## src/rtl/obf_seq_ctrl_pkg.sv

```systemverilog
// obf_seq_ctrl_pkg: shared widths, state encodings and types for the obfuscation sequencer.
// Width macros fall back to their usual defaults when the project defines header is not loaded first.
`ifndef OBF_PPC_WIDTH
`define OBF_PPC_WIDTH 3
`endif
`ifndef OBF_KEY_WIDTH
`define OBF_KEY_WIDTH 8
`endif
`ifndef OBF_SEQ_IDLE
`define OBF_SEQ_IDLE 1'b0
`endif
`ifndef OBF_SEQ_EXPAND
`define OBF_SEQ_EXPAND 1'b1
`endif
`ifndef OBF_SEQ_PPC_MAX
`define OBF_SEQ_PPC_MAX ((1 << `OBF_PPC_WIDTH) - 1)
`endif

package obf_seq_ctrl_pkg;
    localparam int OBF_PPC_W   = `OBF_PPC_WIDTH;
    localparam int OBF_KEY_W   = `OBF_KEY_WIDTH;
    localparam int OBF_PPC_MAX = `OBF_SEQ_PPC_MAX;
    typedef enum logic {
        SEQ_IDLE   = `OBF_SEQ_IDLE,
        SEQ_EXPAND = `OBF_SEQ_EXPAND
    } seq_state_e;
endpackage

```

## src/rtl/obf_seq_ctrl_if.sv

```systemverilog
// obf_seq_if: fetch, generator and decode signals of the sequencer; slave is the sequencer side.
interface obf_seq_if #(
    parameter int PPC_WIDTH = `OBF_PPC_WIDTH,
    parameter int KEY_WIDTH = `OBF_KEY_WIDTH
);
    logic                 obf_en_i;
    logic [KEY_WIDTH-1:0] obf_key_i;
    logic [31:0]          if_insn_i;
    logic                 if_valid_i;
    logic                 if_ready_o;
    logic                 flush_i;
    logic [31:0]          gen_ref_o;
    logic [PPC_WIDTH-1:0] gen_ppc_o;
    logic [KEY_WIDTH-1:0] gen_key_o;
    logic                 gen_en_o;
    logic [31:0]          gen_insn_i;
    logic                 gen_last_i;
    logic                 gen_skip_i;
    logic [31:0]          id_insn_o;
    logic                 id_valid_o;
    logic                 id_skip_o;
    logic                 id_ready_i;
    logic                 seq_err_o;
    modport slave (
        input  obf_en_i, obf_key_i, if_insn_i, if_valid_i, flush_i,
        input  gen_insn_i, gen_last_i, gen_skip_i, id_ready_i,
        output if_ready_o, gen_ref_o, gen_ppc_o, gen_key_o, gen_en_o,
        output id_insn_o, id_valid_o, id_skip_o, seq_err_o
    );
    modport master (
        output obf_en_i, obf_key_i, if_insn_i, if_valid_i, flush_i,
        output gen_insn_i, gen_last_i, gen_skip_i, id_ready_i,
        input  if_ready_o, gen_ref_o, gen_ppc_o, gen_key_o, gen_en_o,
        input  id_insn_o, id_valid_o, id_skip_o, seq_err_o
    );
endinterface

```

## src/rtl/obf_seq_ctrl_outreg.sv

```systemverilog
// obf_seq_outreg: single-entry valid/ready register holding the instruction and skip flag for decode.
module obf_seq_outreg (
    input  logic        clk,
    input  logic        rst,
    input  logic        flush_i,
    input  logic        load_i,
    input  logic [31:0] insn_i,
    input  logic        skip_i,
    input  logic        ready_i,
    output logic        valid_o,
    output logic [31:0] insn_o,
    output logic        skip_o,
    output logic        slot_free_o
);
    logic        valid_q, valid_d;
    logic [31:0] insn_q, insn_d;
    logic        skip_q, skip_d;

    always_comb begin
        valid_d = flush_i ? 1'b0 : load_i ? 1'b1 : ready_i ? 1'b0 : valid_q;
        insn_d  = load_i ? insn_i : insn_q;
        skip_d  = load_i ? skip_i : skip_q;
    end

    always_ff @(posedge clk) begin
        if (rst) begin
            valid_q <= 1'b0;
            insn_q  <= '0;
            skip_q  <= 1'b0;
        end else begin
            valid_q <= valid_d;
            insn_q  <= insn_d;
            skip_q  <= skip_d;
        end
    end

    assign valid_o     = valid_q;
    assign insn_o      = insn_q;
    assign skip_o      = skip_q;
    assign slot_free_o = ~valid_q | ready_i;
endmodule

```

## src/rtl/obf_seq_ctrl.sv

```systemverilog
// obf_seq_ctrl: holds one fetched reference and steps the generator ppc until the sequence ends.
// Define OBF_SEQ_PERF_EN to add saturating accepted-reference and issued-instruction counters.
module obf_seq_ctrl
    import obf_seq_ctrl_pkg::*;
#(
    parameter int PPC_WIDTH = `OBF_PPC_WIDTH,
    parameter int KEY_WIDTH = `OBF_KEY_WIDTH
) (
    input  logic        clk,
    input  logic        rst,
    obf_seq_if.slave    bus
`ifdef OBF_SEQ_PERF_EN
    ,
    output logic [31:0] perf_ref_cnt_o,
    output logic [31:0] perf_obf_cnt_o
`endif
);
    localparam logic [PPC_WIDTH-1:0] PPC_MAX = '1;

    seq_state_e           state_q, state_d;
    logic [PPC_WIDTH-1:0] ppc_q, ppc_d;
    logic [31:0]          ref_q, ref_d;
    logic [KEY_WIDTH-1:0] key_q, key_d;
    logic                 en_q, en_d;
    logic                 err_q, err_d;
    logic                 expand, at_max, step_last, slot_free, if_ready, accept, step;

    always_comb begin
        expand    = state_q == SEQ_EXPAND;
        at_max    = ppc_q == PPC_MAX;
        step_last = bus.gen_last_i | ~en_q | at_max;
        if_ready  = ~rst & ~bus.flush_i & (~expand | (slot_free & step_last));
        accept    = bus.if_valid_i & if_ready;
        step      = expand & slot_free & ~bus.flush_i;
        state_d   = state_q;
        ppc_d     = ppc_q;
        ref_d     = ref_q;
        key_d     = key_q;
        en_d      = en_q;
        err_d     = err_q | (step & at_max & ~bus.gen_last_i & en_q);
        if (bus.flush_i) begin
            state_d = SEQ_IDLE;
            ppc_d   = '0;
        end else begin
            if (step) begin
                state_d = step_last ? SEQ_IDLE : state_q;
                ppc_d   = step_last ? ppc_q : ppc_q + 1'b1;
            end
            // A new reference may land on the final step, giving back-to-back sequences
            if (accept) begin
                state_d = SEQ_EXPAND;
                ppc_d   = '0;
                ref_d   = bus.if_insn_i;
                key_d   = bus.obf_key_i;
                en_d    = bus.obf_en_i;
            end
        end
    end

    always_ff @(posedge clk) begin
        if (rst) begin
            state_q <= SEQ_IDLE;
            ppc_q   <= '0;
            ref_q   <= '0;
            key_q   <= '0;
            en_q    <= 1'b0;
            err_q   <= 1'b0;
        end else begin
            state_q <= state_d;
            ppc_q   <= ppc_d;
            ref_q   <= ref_d;
            key_q   <= key_d;
            en_q    <= en_d;
            err_q   <= err_d;
        end
    end

    obf_seq_outreg u_outreg (
        .clk         (clk),
        .rst         (rst),
        .flush_i     (bus.flush_i),
        .load_i      (step),
        .insn_i      (bus.gen_insn_i),
        .skip_i      (bus.gen_skip_i),
        .ready_i     (bus.id_ready_i),
        .valid_o     (bus.id_valid_o),
        .insn_o      (bus.id_insn_o),
        .skip_o      (bus.id_skip_o),
        .slot_free_o (slot_free)
    );

    assign bus.if_ready_o = if_ready;
    assign bus.gen_ref_o  = ref_q;
    assign bus.gen_ppc_o  = ppc_q;
    assign bus.gen_key_o  = key_q;
    assign bus.gen_en_o   = en_q;
    assign bus.seq_err_o  = err_q;

`ifdef OBF_SEQ_PERF_EN
    logic [31:0] ref_cnt_q, ref_cnt_d, obf_cnt_q, obf_cnt_d;

    always_comb begin
        ref_cnt_d = ref_cnt_q + {31'b0, accept & ~&ref_cnt_q};
        obf_cnt_d = obf_cnt_q + {31'b0, step & ~&obf_cnt_q};
    end

    always_ff @(posedge clk) begin
        if (rst) begin
            ref_cnt_q <= '0;
            obf_cnt_q <= '0;
        end else begin
            ref_cnt_q <= ref_cnt_d;
            obf_cnt_q <= obf_cnt_d;
        end
    end

    assign perf_ref_cnt_o = ref_cnt_q;
    assign perf_obf_cnt_o = obf_cnt_q;
`endif
endmodule

```

## src/flat_wrapper.sv

```systemverilog
// flat-port wrapper written by rule: the top's interface ports become plain ports
module obf_seq_ctrl_flat import obf_seq_ctrl_pkg::*;
#(
    parameter int PPC_WIDTH = `OBF_PPC_WIDTH,
    parameter int KEY_WIDTH = `OBF_KEY_WIDTH
)
  (clk, rst, bus_obf_en_i, bus_obf_key_i, bus_if_insn_i, bus_if_valid_i, bus_flush_i, bus_gen_insn_i, bus_gen_last_i, bus_gen_skip_i, bus_id_ready_i, bus_if_ready_o, bus_gen_ref_o, bus_gen_ppc_o, bus_gen_key_o, bus_gen_en_o, bus_id_insn_o, bus_id_valid_o, bus_id_skip_o, bus_seq_err_o);
  obf_seq_if #(.PPC_WIDTH(PPC_WIDTH), .KEY_WIDTH(KEY_WIDTH)) bus_i ();
  input  logic clk;
  input  logic rst;
  input wire logic [$bits(bus_i.obf_en_i)-1:0] bus_obf_en_i;
  input wire logic [$bits(bus_i.obf_key_i)-1:0] bus_obf_key_i;
  input wire logic [$bits(bus_i.if_insn_i)-1:0] bus_if_insn_i;
  input wire logic [$bits(bus_i.if_valid_i)-1:0] bus_if_valid_i;
  input wire logic [$bits(bus_i.flush_i)-1:0] bus_flush_i;
  input wire logic [$bits(bus_i.gen_insn_i)-1:0] bus_gen_insn_i;
  input wire logic [$bits(bus_i.gen_last_i)-1:0] bus_gen_last_i;
  input wire logic [$bits(bus_i.gen_skip_i)-1:0] bus_gen_skip_i;
  input wire logic [$bits(bus_i.id_ready_i)-1:0] bus_id_ready_i;
  output wire logic [$bits(bus_i.if_ready_o)-1:0] bus_if_ready_o;
  output wire logic [$bits(bus_i.gen_ref_o)-1:0] bus_gen_ref_o;
  output wire logic [$bits(bus_i.gen_ppc_o)-1:0] bus_gen_ppc_o;
  output wire logic [$bits(bus_i.gen_key_o)-1:0] bus_gen_key_o;
  output wire logic [$bits(bus_i.gen_en_o)-1:0] bus_gen_en_o;
  output wire logic [$bits(bus_i.id_insn_o)-1:0] bus_id_insn_o;
  output wire logic [$bits(bus_i.id_valid_o)-1:0] bus_id_valid_o;
  output wire logic [$bits(bus_i.id_skip_o)-1:0] bus_id_skip_o;
  output wire logic [$bits(bus_i.seq_err_o)-1:0] bus_seq_err_o;
  assign bus_i.obf_en_i = bus_obf_en_i;
  assign bus_i.obf_key_i = bus_obf_key_i;
  assign bus_i.if_insn_i = bus_if_insn_i;
  assign bus_i.if_valid_i = bus_if_valid_i;
  assign bus_i.flush_i = bus_flush_i;
  assign bus_i.gen_insn_i = bus_gen_insn_i;
  assign bus_i.gen_last_i = bus_gen_last_i;
  assign bus_i.gen_skip_i = bus_gen_skip_i;
  assign bus_i.id_ready_i = bus_id_ready_i;
  assign bus_if_ready_o = bus_i.if_ready_o;
  assign bus_gen_ref_o = bus_i.gen_ref_o;
  assign bus_gen_ppc_o = bus_i.gen_ppc_o;
  assign bus_gen_key_o = bus_i.gen_key_o;
  assign bus_gen_en_o = bus_i.gen_en_o;
  assign bus_id_insn_o = bus_i.id_insn_o;
  assign bus_id_valid_o = bus_i.id_valid_o;
  assign bus_id_skip_o = bus_i.id_skip_o;
  assign bus_seq_err_o = bus_i.seq_err_o;
  obf_seq_ctrl #(.PPC_WIDTH(PPC_WIDTH), .KEY_WIDTH(KEY_WIDTH)) u_core (.clk(clk), .rst(rst), .bus(bus_i));
endmodule
```

## config.mk

```make
export PLATFORM = sky130hd
export DESIGN_NAME = obf_seq_ctrl_flat
export DESIGN_NICKNAME = d
export VERILOG_FILES = /design/src/rtl/obf_seq_ctrl_pkg.sv /design/src/rtl/obf_seq_ctrl_if.sv /design/src/rtl/obf_seq_ctrl_outreg.sv /design/src/rtl/obf_seq_ctrl.sv /design/src/flat_wrapper.sv
export SDC_FILE = /design/constraint.sdc
export NUM_CORES = 1
export LEC_CHECK = 0
export ABC_CLOCK_PERIOD_IN_PS = 2300
export BUFFER_PORTS_ARGS = -buffer_cell sky130_fd_sc_hd__buf_2
export CAP_MARGIN = 30
export CORE_ASPECT_RATIO = 1.1
export CORE_MARGIN = 2
export CORE_UTILIZATION = 46
export CTS_CLUSTER_SIZE = 28
export DETAILED_ROUTE_END_ITERATION = 16
export GPL_ROUTABILITY_DRIVEN = 0
export PLACE_DENSITY = 0.83
export SYNTH_ARGS = -nofsm -noshare
export SYNTH_HDL_FRONTEND = slang
export SYNTH_HIERARCHICAL = 1
export SYNTH_SLANG_ARGS = --single-unit
```

## constraint.sdc

```tcl
create_clock -name clk -period 2.3 [get_ports clk]
set_clock_uncertainty 0.1 [all_clocks]
set_input_delay 0.69 -clock clk [delete_from_list [all_inputs] [get_ports clk]]
set_output_delay 0.69 -clock clk [all_outputs]
set_load 0.1 [all_outputs]
```

### Word-level counts from Yosys, hierarchy flattened

Cells that the tools add are included.

* register bits: 80
* bits of input ports: 80
* output and inout bits: 80
* word-level logic and storage cells: 45

* add/subtract/negate cells: 1
* equal/unequal tests: 1
* multiplexer cells: 5
* bitwise logic cells: 21
* reductions and logical operators: 8

Operator list (count)
* 1-bit AND: 9
* 1-bit NOT: 7
* 2-bit AND reduction: 3
* 2-bit nonzero test: 3
* 1-bit 2-to-1 mux: 5
* 1-bit bitwise OR: 5
* 3-bit by 1-bit adder with 3-bit output (second input constant): 1
* 3-bit == test (second input constant): 1
* 3-bit OR reduction: 1
* 2-bit OR reduction: 1

### Longest topological paths before layout

* depth after elaboration: 9
* mapped depth: 7
* mapped depth without buffers: 5

### By module

Netlist, hierarchy kept.

Modules (own cells, without submodules)
* obf_seq_ctrl: times used 1, cells each 209, area each 2115.8 um2, seq. area each 920.9 um2
* obf_seq_outreg: times used 1, cells each 111, area each 1246.2 um2, seq. area each 680.7 um2

### Worst setup path before layout

Ideal clock, no wire load.

* path kind: reg2out
* start point: register u_core.ppc_q[0] (netlist: u_core/bus.gen_ppc_o[0])
* end point: output port bus_if_ready_o
* data arrival time: 3934 ps
* data required time: 1510 ps
* setup slack: -2424 ps
* stages on the path, launching flop included: 6
* path buffers: 0
* cells stage by stage: dfxtp_1 -> ha_1 -> ha_1 -> and4bb_4 -> or2_1 -> nor3_1

* longest elaborated chain between the ends: 5

Ends and longest elaborated chain
* from (decl): RTL line obf_seq_ctrl.sv:21 `logic [PPC_WIDTH-1:0] ppc_q, ppc_d;`
* from (signal assigned): RTL line obf_seq_ctrl.sv:70 `ppc_q <= ppc_d;`
* 3-bit == test: RTL line obf_seq_ctrl.sv:30 `at_max = ppc_q == PPC_MAX;`
* 1-bit bitwise OR: RTL line obf_seq_ctrl.sv:31 `step_last = bus.gen_last_i | ~en_q | at_max;`
* 1-bit AND: RTL line obf_seq_ctrl.sv:32 `if_ready = ~rst & ~bus.flush_i & (~expand | (slot_free & step_last));`
* 1-bit bitwise OR: RTL line obf_seq_ctrl.sv:32
* 1-bit AND: RTL line obf_seq_ctrl.sv:32
* to (decl): RTL line flat_wrapper.sv:20 `output wire logic [$bits(bus_i.if_ready_o)-1:0] bus_if_ready_o;`

Every way passes these cells.

### Worst setup path after layout

Ends and elaborated chain as after synthesis.

==> impl_metrics.toml <==
[route]
drt_iter0_markers = 54
via_per_inst = 4.77
route.detailed.wl_per_inst_um = 12.2
drt_wl_total_mm = 6.92
antenna_left = 0
drt_pass1_iterations = 4
drcViolationCount = 0
routed-via-count = 2706

[sta]
grt_setup_unrepaired = "yes"
finalSetupViolCount = 1
timing.fmax_mhz = 396
min_period_ns = 2.53
hold_viol_final = 0
slew_headroom_pct = 66.6
fin_ws_ns = -0.225
finalCritPeriodShare_pct = 110
slew_viol_final = 0
worstMarginPinSlew_ns = 0.504

[hold_path]
hold_path_depth = 2
min_to = "u_core/bus.gen_key_o[2]$_SDFFE_PP0P_"
worstHoldStart = "u_core/bus.gen_key_o[2]$_SDFFE_PP0P_"
min_path_type = "register to register"

[setup_path]
r2r-start = "u_core/bus.gen_ppc_o[0]$_SDFFE_PP0P_"
cpMostUsedCell = "ha_4"
startpoint_type = "register"
worst_ep_arrival_time_ns = 1.74
crit_chain = "ha_4, ha_4, and4bb_4, or2_4, nor3_4, buf_12"
reg2regPathDepth = 7
crit_family = "simple AND/OR/NAND/NOR gates"
worstPathMaxFanout = 4
worst_setup_path_end_kind = "primary output"
reg2reg_slack_ns = 0.31
cpMaxStageDelayCell = "dfxtp_4"
path_class = "register to primary output"
critPathBufInv = 1
r2r-end = "u_core/bus.gen_ref_o[11]$_SDFFE_PP0P_"
critPathMaxStageDelay_ns = 0.37
cp.required_ns = 1.51

[synth]
synth_area_um2 = 3360
synth_cells = 320
avgSynthCellArea_um2 = 10.5
synth_fp_nets = 402
synth_cell_types = 27
yosysSeqAreaShare_pct = 47.6
ys_ff_latch = 80
ys_warn_count = 6

[power]
power_density_nw_per_um2 = 709
vdd_drop_max_mv = 0.410
p_leak_nw = 2.06

[placed_design]
place_ws_ns = -0.183
dp.cells = 549
port-buffer-count = 159
hpwl_mm = 5.00

[floorplanning]
io_pins = 160
die-area_um2 = 8010
num_rows = 32
core_um2 = 7050
chipWidth_um = 85.5
die_h_um = 93.7
initial_utilization_pct = 47.7

[global_routing]
grt_pass1_wl_mm = 11.2
antenna_found_initial = 0
grt_max_degree = 119
grt-ovfl-total = 0
track_usage_pct = 17.5
grt_pass1_vias = 2562

[outcome]
outcome = "complete, but fails checks"
violations = "negative setup slack"

[cts]
path_clk_slew_ns = 0.07
cts.path.max_buffers = 2
cts_sinks = 80
clkLatencyLatePin_ns = 0.34
cts_root_buffer = "clkbuf_8"
cts_buffers = 9
ctsResizeCount = 0
htree_num_levels = 3
cts_tree = "yes"

[layout]
area.growth.synth_to_final_pct = 32.9
diodes = 0
fillers = 587
multi_input_area_um2 = 1620
final_layout_size_suffix_gt1_share_pct = 40.5
final_cell_count_no_fill = 567
regArea_um2 = 1620
fin_nets = 559

[flow_run]
max_cap_viol_count = 0
[worst register-to-register path, cell delays in order (launching register included)]
cell and delay [ns]:
dfxtp_4 0.37, ha_4 0.14, ha_4 0.12, and4bb_4 0.18, buf_4 0.14, nor4_4 0.26, buf_12 0.29, mux2i_1 0.31
[per-stage QoR]
step	utilization, %	instance area (um^2)	TNS [ns]	hold slack, ns	power [W]
finish	63.4	4470	-0.225	0.371	0.00317
global route	63.4	4470	-0.315	0.395	0.00331
CTS	63.4	4470	-0.267	0.374	0.00323
detailed placement	60.3	4250	-0.183	0.362	0.00216
global placement	60.3	4250	-0.167	0.355	0.00215
floorplan	-	3410	-0.580	0.515	0.00201
[cells in the final DEF (no fill, tap or decap), types with 2 or more instances in the layout]
cell type and instances:
o21ai_0 3, clkbuf_1 2, nor2_1 35, ha_4 2, nand3_1 2, buf_4 5, dfxtp_2 2, inv_1 2
mux2i_1 74, dfxtp_4 3, a21oi_1 3, inv_2 2, buf_2 158, nand2b_1 83, dfxtp_1 75, clkbuf_8 9
buf_12 4
[power breakdown]
group          switching (W)  internal [W]
sequential         0.0000250       0.00143
combinational       0.000492      0.000172
clock               0.000482      0.000569
total               0.000999       0.00217
[flip-flops by register name, summed over array words and instances (netlist names)]
signal / cells
u_core/bus.gen_ppc_o: 3
u_core/bus.seq_err_o: 1
u_core/bus.gen_ref_o: 32
u_core/bus.gen_key_o: 8
u_core/u_outreg/insn_o: 32
u_core/u_outreg/skip_o: 1
u_core/expand: 1
u_core/u_outreg/valid_o: 1
u_core/bus.gen_en_o: 1
[synthesized netlist by cell type, drive strengths merged]
cell type	instances	area share (%)
or3b	1	0.26
dfxtp	80	48
o31ai	1	0.22
mux2i	74	22
inv	4	0.45
nor2b	1	0.19
clkbuf	11	1.2
buf	10	3.8
a41oi	1	0.26
nor3	1	0.15
nor2	35	3.9
nor3b	1	0.22
o21a	1	0.22
nand2b	83	15
or3	1	0.19
nor4	1	0.63
or2	1	0.19
a21oi	3	0.45
nand3	2	0.30
ha	2	0.74
o21ai	3	0.45
nand3b	1	0.22
a211oi	1	0.37
and4bb	1	0.48
[how the worst max path moves through the flow]
stage / slack [ns] / start / endpoint / cells after the start
after global placement: -0.17 / bus_gen_last_i / bus_if_ready_o / 5
after global routing: -0.32 / u_core/bus.gen_ppc_o[1]$_SDFFE_PP0P_ / bus_if_ready_o / 6
after floorplan: -0.58 / u_core/bus.gen_ppc_o[1]$_SDFFE_PP0P_ / bus_if_ready_o / 5
after detailed placement: -0.18 / bus_gen_last_i / bus_if_ready_o / 5
after CTS: -0.27 / u_core/bus.gen_ppc_o[1]$_SDFFE_PP0P_ / bus_if_ready_o / 6
final: -0.23 / u_core/bus.gen_ppc_o[0]$_SDFFE_PP0P_ / bus_if_ready_o / 6
[cell type report]
class	count	area share (%)
Inverter	4	0.336
Timing Repair Buffer	167	20.3
Tap cell	85	2.38
Sequential cell	80	36.1
Multi-Input combinational cell	215	36.2
Clock inverter	4	1.15
Clock buffer	12	3.50
[routing by layer]
layer	part of all wire (%)	GRT usage, %
met1	41	20.1
met2	49	30.3
met3	9.1	5.45
met4	0.74	7.14
met5	0	0
[cells by family after synthesis]
| family | Yosys count | synth area share [%] |
|---|---|---|
| compound gates | 10 | 1.97 |
| fa+ha+maj | 2 | 0.744 |
| buf+inv | 25 | 5.43 |
| flops | 80 | 47.6 |
| mux | 74 | 22.0 |
| simple gates | 129 | 22.2 |
[repair_timing]
action | 4_1_cts | 5_1_grt
pin swaps | 2 | 0
setup buffers | 2 | 0
endpoints found under the setup margin | 1 | 1
hold buffers | 0 | 0
Note: power is estimated with default switching activity, not from simulation.
